==> src/rtl/ste_key_pkg.sv <==
// Shared types and defaults for the front-panel key event decoder.
package ste_key_pkg;

  typedef enum logic [1:0] {
    IDLE   = 2'd0,
    HOLD   = 2'd1,
    REPEAT = 2'd2
  } key_state_t;

  localparam int unsigned CNT_W_DEF = 12;

endpackage

==> src/rtl/ste_tick_timer.sv <==
// Tick-driven down-counter with load; expire flags a tick arriving at count <= 1.
module ste_tick_timer
  import ste_key_pkg::*;
#(
  parameter int unsigned CNT_W = CNT_W_DEF
) (
  input  logic             clk,
  input  logic             rst,
  input  logic             load_i,
  input  logic [CNT_W-1:0] load_val_i,
  input  logic             tick_i,
  output logic [CNT_W-1:0] cnt_o,
  output logic             expire_o
);

  logic [CNT_W-1:0] cnt_q, cnt_d;

  assign expire_o = tick_i && (cnt_q <= CNT_W'(1));
  assign cnt_o    = cnt_q;

  // Counter parks at 1 on expiry; the owner reloads it when it acts on expire.
  always_comb begin
    cnt_d = cnt_q;
    if (load_i) begin
      cnt_d = load_val_i;
    end else if (tick_i && (cnt_q > CNT_W'(1))) begin
      cnt_d = cnt_q - CNT_W'(1);
    end
  end

  always_ff @(posedge clk) begin
    if (rst) begin
      cnt_q <= '0;
    end else begin
      cnt_q <= cnt_d;
    end
  end

endmodule

==> src/rtl/ste_key_event.sv <==
// Debounced key to press/release/short/long/repeat pulse decoder with held level.
module ste_key_event
  import ste_key_pkg::*;
#(
  parameter int unsigned CNT_W = CNT_W_DEF
) (
  input  logic             clk,
  input  logic             rst,
  input  logic             key_i,
  input  logic             tick_i,
  input  logic [CNT_W-1:0] long_thr_i,
  input  logic [CNT_W-1:0] rep_per_i,
  output logic             press_o,
  output logic             release_o,
  output logic             short_o,
  output logic             long_o,
  output logic             rep_o,
  output logic             held_o
);

  key_state_t state_q, state_d;

  logic press_q, press_d;
  logic release_q, release_d;
  logic short_q, short_d;
  logic long_q, long_d;
  logic rep_q, rep_d;
  logic held_q, held_d;

  logic             tmr_load;
  logic [CNT_W-1:0] tmr_load_val;
  logic             tmr_tick;
  logic [CNT_W-1:0] tmr_cnt;
  logic             tmr_expire;

  // A zero count in REPEAT means repeat was disabled at load, so ticks are ignored there.
  assign tmr_tick = tick_i && key_i &&
                    ((state_q == HOLD) || ((state_q == REPEAT) && (tmr_cnt != '0)));

  ste_tick_timer #(
    .CNT_W (CNT_W)
  ) u_timer (
    .clk        (clk),
    .rst        (rst),
    .load_i     (tmr_load),
    .load_val_i (tmr_load_val),
    .tick_i     (tmr_tick),
    .cnt_o      (tmr_cnt),
    .expire_o   (tmr_expire)
  );

  always_comb begin
    state_d      = state_q;
    press_d      = 1'b0;
    release_d    = 1'b0;
    short_d      = 1'b0;
    long_d       = 1'b0;
    rep_d        = 1'b0;
    tmr_load     = 1'b0;
    tmr_load_val = long_thr_i;

    case (state_q)
      IDLE: begin
        if (key_i) begin
          press_d      = 1'b1;
          tmr_load     = 1'b1;
          tmr_load_val = long_thr_i;
          state_d      = HOLD;
        end
      end
      HOLD: begin
        if (!key_i) begin
          release_d = 1'b1;
          short_d   = 1'b1;
          state_d   = IDLE;
        end else if (tmr_expire) begin
          long_d       = 1'b1;
          tmr_load     = 1'b1;
          tmr_load_val = rep_per_i;
          state_d      = REPEAT;
        end
      end
      REPEAT: begin
        if (!key_i) begin
          release_d = 1'b1;
          state_d   = IDLE;
        end else if (tmr_expire) begin
          rep_d        = 1'b1;
          tmr_load     = 1'b1;
          tmr_load_val = rep_per_i;
        end
      end
      default: state_d = IDLE;
    endcase

    held_d = (state_d == HOLD) || (state_d == REPEAT);
  end

  always_ff @(posedge clk) begin
    if (rst) begin
      state_q   <= IDLE;
      press_q   <= 1'b0;
      release_q <= 1'b0;
      short_q   <= 1'b0;
      long_q    <= 1'b0;
      rep_q     <= 1'b0;
      held_q    <= 1'b0;
    end else begin
      state_q   <= state_d;
      press_q   <= press_d;
      release_q <= release_d;
      short_q   <= short_d;
      long_q    <= long_d;
      rep_q     <= rep_d;
      held_q    <= held_d;
    end
  end

  assign press_o   = press_q;
  assign release_o = release_q;
  assign short_o   = short_q;
  assign long_o    = long_q;
  assign rep_o     = rep_q;
  assign held_o    = held_q;

endmodule
==> config.mk <==
export PLATFORM = sky130hd
export DESIGN_NAME = ste_key_event
export DESIGN_NICKNAME = d
export VERILOG_FILES = /design/src/rtl/ste_key_pkg.sv /design/src/rtl/ste_tick_timer.sv /design/src/rtl/ste_key_event.sv
export SDC_FILE = /design/constraint.sdc
export NUM_CORES = 1
export LEC_CHECK = 0
export BUFFER_PORTS_ARGS = -buffer_cell sky130_fd_sc_hd__buf_4
export CORE_ASPECT_RATIO = 0.5
export CORE_MARGIN = 2
export CORE_UTILIZATION = 43
export CTS_CLUSTER_DIAMETER = 30
export DETAILED_ROUTE_END_ITERATION = 16
export GPL_ROUTABILITY_DRIVEN = 0
export PLACE_DENSITY_LB_ADDON = 0.15
export SYNTH_ARGS = -nofsm -noshare
export SYNTH_HDL_FRONTEND = slang
export SYNTH_HIERARCHICAL = 1
export SYNTH_SLANG_ARGS = --single-unit
==> constraint.sdc <==
create_clock -name clk -period 8.5 [get_ports clk]
set_input_delay 0.425 -clock clk [delete_from_list [all_inputs] [get_ports clk]]
set_output_delay 0.425 -clock clk [all_outputs]
set_load 0.005 [all_outputs]
After elaboration in Yosys (flattened, before gate mapping)
Cells that the tools add are included.
{"block": "word_totals", "reg_bits": 20, "in_bits": 28, "out_inout_bits": 6}
{"block": "classes", "add_sub_neg": 1, "magnitude_cmp": 2, "eq_ne": 4, "mux": 15, "n_bitwise": 4, "reduce_logical": 15}
{"cell": "$mux 12", "count": 5}
{"cell": "$gt 12x1->1 const B", "count": 1}
{"cell": "$le 12x1->1 const B", "count": 1}
{"cell": "$reduce_bool 12->1", "count": 1}
{"cell": "$sub 12x1->12 const B", "count": 1}
{"cell": "$reduce_or 2->1", "count": 5}
{"cell": "$mux 2", "count": 4}
{"cell": "$pmux 2 s3", "count": 1}
{"cell": "$logic_and 1x1->1", "count": 5}
{"cell": "$eq 2x1->1 const B", "count": 2}
{"cell": "$eq 2x2->1 const B", "count": 2}
{"cell": "$mux 1", "count": 4}
{"cell": "$not 1->1", "count": 4}
{"cell": "$logic_not 2->1", "count": 1}
{"cell": "$logic_or 1x1->1", "count": 2}
{"cell": "$pmux 1 s2", "count": 1}
{"cell": "$reduce_bool 2->1", "count": 1}

Depth between registers and ports, before layout
Gate-level depths: netlist (run 1).
{"block": "logic_depth", "ltp_word": 10, "ltp_mapped": 13, "ltp_nobuf": 11}

Modules after synthesis
Netlist (run 1), hierarchy kept.
{"module": "ste_tick_timer", "n_inst": 1, "cells_each": 99, "area_per_inst_um2": 827.0, "seq_area_each_um2": 240.2}
{"module": "ste_key_event", "n_inst": 1, "cells_each": 58, "area_per_inst_um2": 584.3, "seq_area_each_um2": 160.2}

Worst setup path after synthesis (run 1)
OpenSTA, ideal clock, no wires.
{"block": "synth_timing", "kind": "register -> register", "start": "register state_q[0]", "end": "register u_timer.cnt_q[10], in the netlist u_timer/cnt_o[10]", "setup_ns": 0.095, "arrival_ns": 2.757, "t_required_ns": 8.405, "setup_slack_ns": 5.648, "stages_incl_launch_ff": 13, "n_path_buf": 2, "cell_sequence": "dfxtp_1 -> inv_1 -> ha_1 -> a21oi_1 -> nor2_1 -> inv_1 -> nor3_1 -> nand3_2 -> buf_4 -> a21oi_1 -> clkbuf_1 -> a41oi_1 -> a221oi_1"}
{"block": "synth_via", "elab_chain_cells": 9}
{"item": "start: declaration", "line": "ste_key_event.sv:21", "text": "key_state_t state_q, state_d;"}
{"item": "start signal: assignment", "line": "ste_key_event.sv:109", "text": "state_q <= state_d;"}
{"item": "$eq 2x2->1", "line": "ste_key_event.sv:38", "text": "((state_q == HOLD) || ((state_q == REPEAT) && (tmr_cnt != '0)));"}
{"item": "$logic_and 1x1->1", "line": "ste_key_event.sv:38"}
{"item": "$logic_or 1x1->1 *", "line": "ste_key_event.sv:38"}
{"item": "$logic_and 1x1->1 *", "line": "ste_key_event.sv:37", "text": "assign tmr_tick = tick_i && key_i &&"}
{"item": "via tmr_tick", "line": "ste_key_event.sv:32", "text": "logic tmr_tick;"}
{"item": "$logic_and 1x1->1 *", "line": "ste_tick_timer.sv:18", "text": "assign expire_o = tick_i && (cnt_q <= CNT_W'(1));"}
{"item": "via tmr_expire", "line": "ste_key_event.sv:34", "text": "logic tmr_expire;"}
{"item": "$mux 1 *", "line": "ste_key_event.sv:76, ste_key_event.sv:87"}
{"item": "$mux 1 *", "line": "ste_key_event.sv:72", "text": "if (!key_i) begin"}
{"item": "$pmux 1 s2 *", "line": "ste_key_event.sv:62", "text": "case (state_q)"}
{"item": "via tmr_load", "line": "ste_key_event.sv:30", "text": "logic tmr_load;"}
{"item": "$mux 12 / $reduce_bool 2->1 (equally long branches)"}
{"item": "end signal: assignment", "line": "ste_tick_timer.sv:35", "text": "cnt_q <= cnt_d;"}
{"item": "end: declaration", "line": "ste_tick_timer.sv:16", "text": "logic [CNT_W-1:0] cnt_q, cnt_d;"}
Mark *: on every way through the listed nets, which the timed path passes. The rest lies on a longest branch.
A chain may end at the register's enable or synchronous reset.

Final worst setup path (run 1)
{"block": "layout_timing", "start": "register state_q[0]", "end": "register u_timer.cnt_q[6], in the netlist u_timer/cnt_o[6]"}
Same word-level chain as after synthesis.

==> results.txt, run 1 <==
flops & latches, synth: 20
Critical R2R Capture: u_timer/cnt_o[6]$_SDFFE_PP0P_
Post-Synth XOR/XNOR Area: 0%
Die Area: 0.00378 sq mm
internal reg-to-reg setup slack: 4.89 ns
WP data arrival: 3.77 ns
Top Usage Layer GRT: met2
Worst Setup Start Kind: flip-flop
met3 Usage GRT: 5.41%
io pins: 34
relative slew slack: 47.9%
VDD IR max: 0.0000580 V
DR iter-0 viols: 64
overall global routing resource usage: 18.9%
post-synthesis simple-gate area fraction: 23.3%
Largest delay share family, worst path: simple AND/OR/NAND/NOR gates
post-synthesis mux area share: 10.3%
vias per cell: 5.68
synthesized net count: 192
min Tclk post-route: 3.61 ns
Synth cell types: 52
ranking of synthesized cells by area: dfxtp_1 (28%), mux2_2 (6.4%), ha_1 (6.2%)
top cell type's share of synthesized area: 28.4%
initial antenna violation count: 0
Post-synth EDFFs: 0
clock skew after layout: 0.00581 ns
Detailed Route WL: 3.31 mm
final hold vios: 0
vias post-DR: 1300
clk_lat worst skew: 0.26 ns
Worst-Margin Slew: 0.771 ns
crit end category: flip-flop
layout cells sized above 1: 32.3%
worst hold path class: in2reg
CP Launch Point: state_q[0]$_SDFF_PP0_
Crit path largest cell delay: 0.50 ns
Adder-Cell Fraction of Synth Area: 6.21%
final setup fails: 0
Sink Count: 20
first-pass GRT wire length: 5.64 mm
CTS Buffer Depth: 2
YS warnings: 6
CP Cell Sequence: inv_1 -> ha_1 -> a21oi_1 -> nor2_1 -> inv_1 -> nor3_1 -> nand3_2 -> a21oi_1 -> buf_4 -> inv_1 -> and4_1 -> a2111oi_1
vias in the first global route: 1203
Max H-tree Level: 1
Tcrit/Tclk final: 42.5%
TritonCTS clock tree: yes
Die Span Y: 44.5 um
CP Depth: 12
final slew viol count: 0
Crit Path Max Fanout: 14
DRT antenna net count: 0
post_cts resized: 0
router iterations before antenna repair: 4
status: complete, no violations
Synth area leader: dfxtp_1
slowest CP cell: nor3_1
Post-Synthesis Cells: 157
Worst R2R Start: state_q[0]$_SDFF_PP0_
Initial Util: 46.0%
Required @ worst endpoint: 8.66 ns
HPWL after DPL: 2.45 mm
unrepaired setup endpoints after global routing: no
fin nets: 225
asr flop ratio synth: 0%
largest net degree at the start of global routing: 21
post-synthesis cell area: 0.00141 sq mm
Synth Area in Compound Gates: 26.0%
met2 global-route usage: 31.3%
Std-Cell Rows: 14
power per cell area: 145 mW/mm^2
Syn Area/Cell: 8.99 sq um
Crit path buffers/inverters: 4
ant diodes: 0
CP endpoint: u_timer/cnt_o[6]$_SDFFE_PP0P_
combinational family with the most area after synthesis: compound AO/OA/AOI/OAI gates
Hold Buf Count CTS: 0
setup tns final: 0 ns
total gr overflow: 0
Lkg Pwr: 0.678 nW
GR Util met1: 25.7%
most used cell along the critical path: inv_1
Top FF cell, synth: dfxtp_1
Residual DRC: 0
filler cell count: 278
critical setup path kind: reg2reg
die width: 85.0 um
clk slew on worst S/H paths: 0.08 ns
CTS Root Cell: clkbuf_8
Port Buffers: 33
wire length per cell: 14.4 um
r2r worst-path depth: 12
TritonCTS buffer count: 3
# Max-Cap Violations: 0
sequential area share after synthesis: 28.4%
fmax: 277 MHz
Worst Hold Slack: 0.444 ns
core area: 0.00307 sq mm
synthesis-to-layout area growth: 23.1%
setup repair bufs after CTS: 0
## cell families (layout without fill, tap and decap cells)
group / after synthesis / in the layout
buffers and inverters: 19 / 51
flip-flops: 20 / 20
adder cells (fa/ha/maj): 7 / 7
AND/OR/NAND/NOR: 56 / 56
AO/OA/AOI/OAI: 42 / 42
multiplexers: 13 / 13
## cells in the final DEF (no fill, tap or decap), drive strengths merged, types with 3 or more instances in the layout
cell / Yosys / layout
or3: 5 / 5
ha: 7 / 7
a311oi: 4 / 4
buf: 2 / 34
nor4: 5 / 5
nand2: 8 / 8
nor2: 13 / 13
a2111oi: 3 / 3
o21ai: 5 / 5
mux2: 12 / 12
inv: 13 / 13
a221oi: 3 / 3
nor3b: 4 / 4
nand3: 4 / 4
nor3: 4 / 4
clkbuf: 4 / 4
nor2b: 3 / 3
dfxtp: 20 / 20
a211oi: 3 / 3
a21oi: 6 / 6
## synth_stat cells (3+ instances only)
cell type,instances
nor3b_1,4
a21oi_1,5
nor2b_1,3
ha_1,7
clkbuf_1,4
a221oi_1,3
inv_1,13
nor3_1,4
o21ai_0,4
nor4_1,4
mux2_1,4
or3_1,3
dfxtp_1,20
a211oi_1,3
a311oi_1,3
nor2_1,12
nand2_1,8
mux2_2,8
## how the worst min path moves through the flow
stage,from,endpoint,slack (ns),cells after the start
floorplan,u_timer/cnt_o[11]$_SDFFE_PP0P_,u_timer/cnt_o[11]$_SDFFE_PP0P_,0.49,2
global placement,u_timer/cnt_o[11]$_SDFFE_PP0P_,u_timer/cnt_o[11]$_SDFFE_PP0P_,0.54,2
detailed placement,u_timer/cnt_o[11]$_SDFFE_PP0P_,u_timer/cnt_o[11]$_SDFFE_PP0P_,0.54,2
CTS,key_i,short_o$_SDFF_PP0_,0.43,2
global route,key_i,short_o$_SDFF_PP0_,0.43,2
finish,key_i,short_o$_SDFF_PP0_,0.44,2
## per-stage QoR
| step | total power, W | setup WS (ns) | utilization (%) | instance area [sq um] | cells |
|---|---|---|---|---|---|
| final | 0.000252 | 4.89 | 56.7 | 1740 | 229 |
| after CTS | 0.000254 | 4.87 | 56.7 | 1740 | 229 |
| after global placement | 0.000179 | 5.17 | 54.9 | 1680 | 225 |
| after floorplan | 0.000157 | 5.65 | - | 1410 | 157 |
| after global routing | 0.000268 | 4.38 | 56.7 | 1740 | 229 |
| after detailed placement | 0.000179 | 4.89 | 54.9 | 1680 | 225 |
## flip-flops by register name (all words and copies together) (netlist names)
name	cells
held_o	1
long_o	1
press_o	1
release_o	1
rep_o	1
short_o	1
state_q	2
u_timer/cnt_o	12
## power breakdown
group	switching, W	internal [W]
logic	0.0000352	0.0000325
registers	0.00000962	0.000101
clock network	0.0000334	0.0000413
total	0.0000781	0.000174
## cell type report
| type | instances | area (sq um) | share of cell area, % |
|---|---|---|---|
| inverters | 13 | 48.8 | 2.81 |
| well taps | 40 | 50.0 | 2.88 |
| multi-input cells | 118 | 928 | 53.4 |
| clock buffers | 4 | 55.1 | 3.17 |
| flip-flops and latches | 20 | 400 | 23.0 |
| repair buffers | 34 | 255 | 14.7 |
## worst reg2reg max path, delay by kind of cell, from the launching register on
kind / cells / cell delay [ns]
AO/OA/AOI/OAI: 3 / 0.55
adder cells (fa/ha/maj): 1 / 0.22
buffers and inverters: 4 / 0.82
flip-flops: 1 / 0.36
AND/OR/NAND/NOR: 4 / 1.57
## metal layers
metal,vias up,wire length [um]
li1,671,-
met1,595,1700
met2,34,1430
met3,0,181
met4,0,0
met5,-,0
Note: power is estimated with default switching activity, not from simulation.
==> run 2, diff against run 1 <==
==> constraint.sdc (replaced) <==
create_clock -name clk -period 3.5 [get_ports clk]
set_input_delay 0.175 -clock clk [delete_from_list [all_inputs] [get_ports clk]]
set_output_delay 0.175 -clock clk [all_outputs]
set_load 0.005 [all_outputs]
==> run 2 against run 1 <==
Compared with the run above: register-to-register slack worse by 4.5 ns; utilization is 0.78 points higher; critical endpoint unchanged; global-route usage is 0.38 points higher; largest cell class unchanged.
==> results.txt, run 2 (synthesis results as in run 1) <==
Sink Count: 20 (unchanged)
TritonCTS clock tree: yes
Hold Path Cell Cnt: 2 (unchanged)
DRT antenna net count: 0 (unchanged)
Die Span Y: 44.5 um (unchanged)
commonest non-fill, non-tap cell in the layout: buf_4
filler cell count: 278 (unchanged)
Max H-tree Level: 1 (unchanged)
crit end category: flip-flop
overall global routing resource usage: 19.2% (+0.38 points)
most used cell along the critical path: inv_1
status: complete, no violations
worst hold path class: in2reg
clk_lat worst skew: 0.27 ns (about the same)
Tot Pwr: 0.000672 W (+170%)
vias per cell: 5.70 (+0.48%)
CTS Root Cell: clkbuf_8
initial antenna violation count: 0 (unchanged)
largest net degree at the start of global routing: 21 (unchanged)
Hold Buf Count CTS: 0 (unchanged)
ant diodes: 0 (unchanged)
wire length per cell: 14.8 um (+2.3%)
layout cells sized above 1: 32.6% (+0.36 points)
CP Launch Point: state_q[0]$_SDFF_PP0_
Crit path largest cell delay: 0.51 ns (about the same)
DR iter-0 viols: 40 (-38%)
Storage cell area: 400 sq um (unchanged)
relative slew slack: 48.3% (+0.36 points)
clk slew on worst S/H paths: 0.08 ns (about the same)
setup repair bufs after CTS: 0 (unchanged)
final slew viol count: 0 (unchanged)
# Max-Cap Violations: 0 (unchanged)
final setup fails: 0 (unchanged)
total gr overflow: 0 (unchanged)
met2 global-route usage: 31.4% (+0.16 points)
Detailed Route WL: 3.40 mm (+2.7%)
fin util: 57.5% (+0.78 points)
internal reg-to-reg setup slack: 0.39 ns (-4.50 ns)
max reg flops: 12 (unchanged)
Residual DRC: 0 (unchanged)
power per cell area: 382 mW/mm^2 (+160%)
GR Util met1: 25.0% (-0.70 points)
first-pass GRT wire length: 5.71 mm (+1.2%)
fin nets: 226 (+0.44%)
Required @ worst endpoint: 3.66 ns (-5.00 ns)
critical setup path kind: reg2reg
Top Usage Layer GRT: met2
Tcrit/Tclk final: 88.9% (+46 points)
fmax: 322 MHz (+16%)
Initial Util: 46.0% (unchanged)
router iterations before antenna repair: 4 (unchanged)
final hold vios: 0 (unchanged)
CTS Buffer Depth: 2 (unchanged)
Lkg Pwr: 0.689 nW (+1.6%)
core area: 0.00307 sq mm (unchanged)
Crit Path Max Fanout: 14 (unchanged)
VDD IR max: 0.000201 V (+250%)
r2r worst-path depth: 11 (-1)
unrepaired setup endpoints after global routing: no
WP data arrival: 3.27 ns (-0.50 ns)
slowest CP cell: nor3_1
clock skew after layout: 0.00416 ns (-0.00165 ns)
Min-Delay Startpoint: key_i
area of the multi-input gates: 928 sq um (unchanged)
setup tns final: 0 ns (unchanged)
io pins: 34 (unchanged)
die width: 85.0 um (unchanged)
Std-Cell Rows: 14 (unchanged)
TritonCTS buffer count: 3 (unchanged)
Worst-Margin Slew: 0.766 ns (-0.00529 ns)
min Tclk post-route: 3.11 ns (-0.504 ns)
met3 Usage GRT: 5.22% (-0.19 points)
synthesis-to-layout area growth: 24.8%
Worst Setup Start Kind: flip-flop
CP Cell Sequence: inv_1 -> ha_1 -> a21oi_1 -> nor2_1 -> inv_1 -> nor3_1 -> nand3_2 -> a21oi_1 -> inv_1 -> and4_1 -> a2111oi_1
most frequent cells in the layout: buf_4 (35), dfxtp_1 (20), inv_1 (13)
vias post-DR: 1312 (+0.92%)
Worst R2R Start: state_q[0]$_SDFF_PP0_
Die Area: 0.00378 sq mm (unchanged)
post_cts resized: 0 (unchanged)
HPWL after DPL: 2.48 mm (+1.0%)
Port Buffers: 33 (unchanged)
vias in the first global route: 1240 (+3.1%)
run 2: cell types whose count changed in the layout (fill, tap and decap cells not counted), sizes merged:
cell,previous run,this run
buf,34,35
bufinv,0,1
clkbuf,4,3
run 2: stage by stage:
stage / cell area [sq um] / hold slack, ns / std cells / setup WS (ns)
after floorplan: 1410 / 0.254 / 157 / 0.648
after global placement: 1690 / 0.464 / 226 / 0.686
after detailed placement: 1690 / 0.466 / 226 / 0.430
after CTS: 1760 / 0.172 / 230 / 0.436
after global routing: 1760 / 0.181 / 230 / 0.0944
final: 1760 / 0.176 / 230 / 0.390
run 2: power breakdown:
part	internal, W	switching, W	total (W)
clock	0.000153	0.0000873	0.000240
combinational	0.0000788	0.0000856	0.000164
sequential	0.000244	0.0000234	0.000267
run 2: cell type report:
class / instances / area share [%]
Clock inverter: 1 / 1.70
Clock buffer: 3 / 2.34
Sequential cell: 20 / 22.7
Multi-Input combinational cell: 118 / 52.7
Tap cell: 40 / 2.84
Inverter: 13 / 2.77
Timing Repair Buffer: 35 / 14.9
run 2: worst paths after layout:
check | end
max | u_timer/cnt_o[6]$_SDFFE_PP0P_
min | release_o$_SDFF_PP0_
max reg2reg | u_timer/cnt_o[6]$_SDFFE_PP0P_
min reg2reg | u_timer/cnt_o[11]$_SDFFE_PP0P_
run 2: metal layers:
layer | share of wire (%) | up-vias
li1 | - | 663
met1 | 49 | 610
met2 | 44 | 33
met3 | 5.9 | 6
met4 | 1.1 | 0
met5 | 0 | -
run 2: worst max-delay path: cells and delay by family (launching register included):
kind	cells	cell delay, ns
AO/OA/AOI/OAI	3	0.51
adder cells (fa/ha/maj)	1	0.22
buffers and inverters	3	0.60
flip-flops	1	0.37
AND/OR/NAND/NOR	4	1.28
==> run 3, diff against run 2 <==
--- a/config.mk
+++ b/config.mk
@@ -8,7 +8,7 @@
 export BUFFER_PORTS_ARGS = -buffer_cell sky130_fd_sc_hd__buf_4
 export CORE_ASPECT_RATIO = 0.5
 export CORE_MARGIN = 2
-export CORE_UTILIZATION = 43
+export CORE_UTILIZATION = 40
 export CTS_CLUSTER_DIAMETER = 30
 export DETAILED_ROUTE_END_ITERATION = 16
 export GPL_ROUTABILITY_DRIVEN = 0
==> run 3 against run 2 <==
Compared with the run above: critical path depth stayed put; first-iteration DRC count is 140% higher; design area down 0.92%; routed wire length increased by 1.0%; clock power down 35%; cell count increased by 4.3%; worst setup slack better by 0.042 ns; clock-buffer cell count unchanged; via count up 2.8%; sequential share of layout area is 0.21 points higher; total power is 13% lower.
==> results.txt, run 3 (synthesis results as in run 1) <==
status: complete, no violations
Initial Util: 41.5% (-4.5 points)
wire length per cell: 14.3 um (-3.2%)
vias post-DR: 1349 (+2.8%)
internal reg-to-reg setup slack: 0.43 ns (+0.04 ns)
synthesis-to-layout area growth: 23.7%
Critical R2R Capture: u_timer/cnt_o[6]$_SDFFE_PP0P_
final setup fails: 0 (unchanged)
CTS Buffer Depth: 2 (unchanged)
VDD IR max: 0.000145 V (-28%)
Worst Setup Start Kind: flip-flop
ant diodes: 0 (unchanged)
setup tns final: 0 ns (unchanged)
largest net degree at the start of global routing: 21 (unchanged)
Die Area: 0.00405 sq mm (+7.0%)
slowest CP cell: nor3_1
CTS Root Cell: clkbuf_8
overall global routing resource usage: 18.9% (-0.31 points)
CP Cell Sequence: inv_1 -> ha_1 -> a21oi_1 -> nor2_1 -> inv_1 -> nor3_1 -> nand3_2 -> a21oi_1 -> inv_1 -> and4_1 -> a2111oi_1
TritonCTS buffer count: 3 (unchanged)
io pins: 34 (unchanged)
final hold vios: 0 (unchanged)
total gr overflow: 0 (unchanged)
Min-Delay Startpoint: key_i
Lkg Pwr: 0.675 nW (-2.1%)
vias per cell: 5.62 (-1.5%)
# Max-Cap Violations: 0 (unchanged)
CP Launch Point: state_q[0]$_SDFF_PP0_
fin util: 51.4% (-6.1 points)
Tcrit/Tclk final: 87.6% (-1.2 points)
Detailed Route WL: 3.43 mm (+1.0%)
unrepaired setup endpoints after global routing: no
Worst R2R Start: state_q[0]$_SDFF_PP0_
Residual DRC: 0 (unchanged)
initial antenna violation count: 0 (unchanged)
clk_lat worst skew: 0.26 ns (about the same)
worst hold path class: in2reg
DR iter-0 viols: 95 (+140%)
Port Buffers: 33 (unchanged)
Std-Cell Rows: 15 (+1)
relative slew slack: 43.1% (-5.2 points)
final slew viol count: 0 (unchanged)
clk slew on worst S/H paths: 0.08 ns (about the same)
fin nets: 226 (unchanged)
Die Span Y: 46 um (+3.3%)
TritonCTS clock tree: yes
min Tclk post-route: 3.07 ns (-0.0421 ns)
fmax: 326 MHz (+1.4%)
layout cells sized above 1: 32.3% (-0.36 points)
DP Area: 0.00170 sq mm (+0.81%)
Worst-Margin Slew: 0.842 ns (+0.0767 ns)
CP endpoint: u_timer/cnt_o[6]$_SDFFE_PP0P_
critical setup path kind: reg2reg
clock skew after layout: 0.00332 ns (-0.000842 ns)
HPWL after DPL: 2.49 mm (+0.42%)
core area: 0.00340 sq mm (+11%)
commonest non-fill, non-tap cell in the layout: buf_4
WP data arrival: 3.22 ns (-0.05 ns)
Sink Count: 20 (unchanged)
power per cell area: 337 mW/mm^2 (-12%)
r2r worst-path depth: 11 (unchanged)
most frequent cells in the layout: buf_4 (35), dfxtp_1 (20), inv_1 (13)
Required @ worst endpoint: 3.65 ns (about the same)
router iterations before antenna repair: 4 (unchanged)
Max H-tree Level: 1 (unchanged)
post_cts resized: 0 (unchanged)
first-pass GRT wire length: 5.82 mm (+1.9%)
Crit Path Max Fanout: 14 (unchanged)
crit end category: flip-flop
setup repair bufs after CTS: 0 (unchanged)
Crit path largest cell delay: 0.49 ns (-0.02 ns)
die width: 88.0 um (+3.5%)
max reg flops: 12 (unchanged)
vias in the first global route: 1217 (-1.9%)
DRT antenna net count: 0 (unchanged)
Worst Hold Slack: 0.188 ns (+0.0118 ns)
Final Cell Area: 0.00175 sq mm (-0.92%)
most used cell along the critical path: inv_1
Hold Buf Count CTS: 0 (unchanged)
run 3: worst min-delay path by stage:
| stage | end | slack [ns] | cells past startpoint |
|---|---|---|---|
| global route | short_o$_SDFF_PP0_ | 0.19 | 2 |
| detailed placement | short_o$_SDFF_PP0_ | 0.46 | 2 |
| global placement | release_o$_SDFF_PP0_ | 0.47 | 2 |
| floorplan | u_timer/cnt_o[4]$_SDFFE_PP0P_ | 0.25 | 1 |
| CTS | release_o$_SDFF_PP0_ | 0.19 | 2 |
| finish | release_o$_SDFF_PP0_ | 0.19 | 2 |
run 3: per-stage QoR:
step / instances / setup slack, ns / power [W]
3_5_place_dp: 237 / 0.498 / 0.000435
4_1_cts: 240 / 0.447 / 0.000591
3_3_place_gp: 237 / 0.676 / 0.000436
2_1_floorplan: 157 / 0.648 / 0.000381
6_report: 240 / 0.432 / 0.000588
5_1_grt: 240 / 0.0483 / 0.000622
run 3: report_power, final:
group	leakage [nW]	switching (W)	total [W]	internal (W)
Clock	0.0216	0.0000783	0.000155	0.0000767
Sequential	0.165	0.0000235	0.000268	0.000244
Combinational	0.489	0.0000864	0.000165	0.0000790
Total	0.675	0.000188	0.000588	0.000400
run 3: area by class of cell:
type | instances | area, sq um
inverters | 13 | 48.8
repair buffers | 35 | 263
fillers | 328 | 1650
multi-input cells | 118 | 928
well taps | 51 | 63.8
flip-flops and latches | 20 | 400
clock buffers | 3 | 41.3
run 3: worst max-delay path, delay by kind of cell, from the launching register on:
family                     cells  cell delay (ns)
AOI/OAI and AO/OA              3             0.49
adders and majority gates      1             0.21
buffers and inverters          3             0.59
DFF                            1             0.37
and+or+nand+nor                4             1.30
run 3: layer usage:
layer / track usage [%] / share of wire (%)
met5: 0 / 0
met4: 2.46 / 0
met3: 5.25 / 6.8
met2: 30.3 / 45
met1: 26.3 / 48
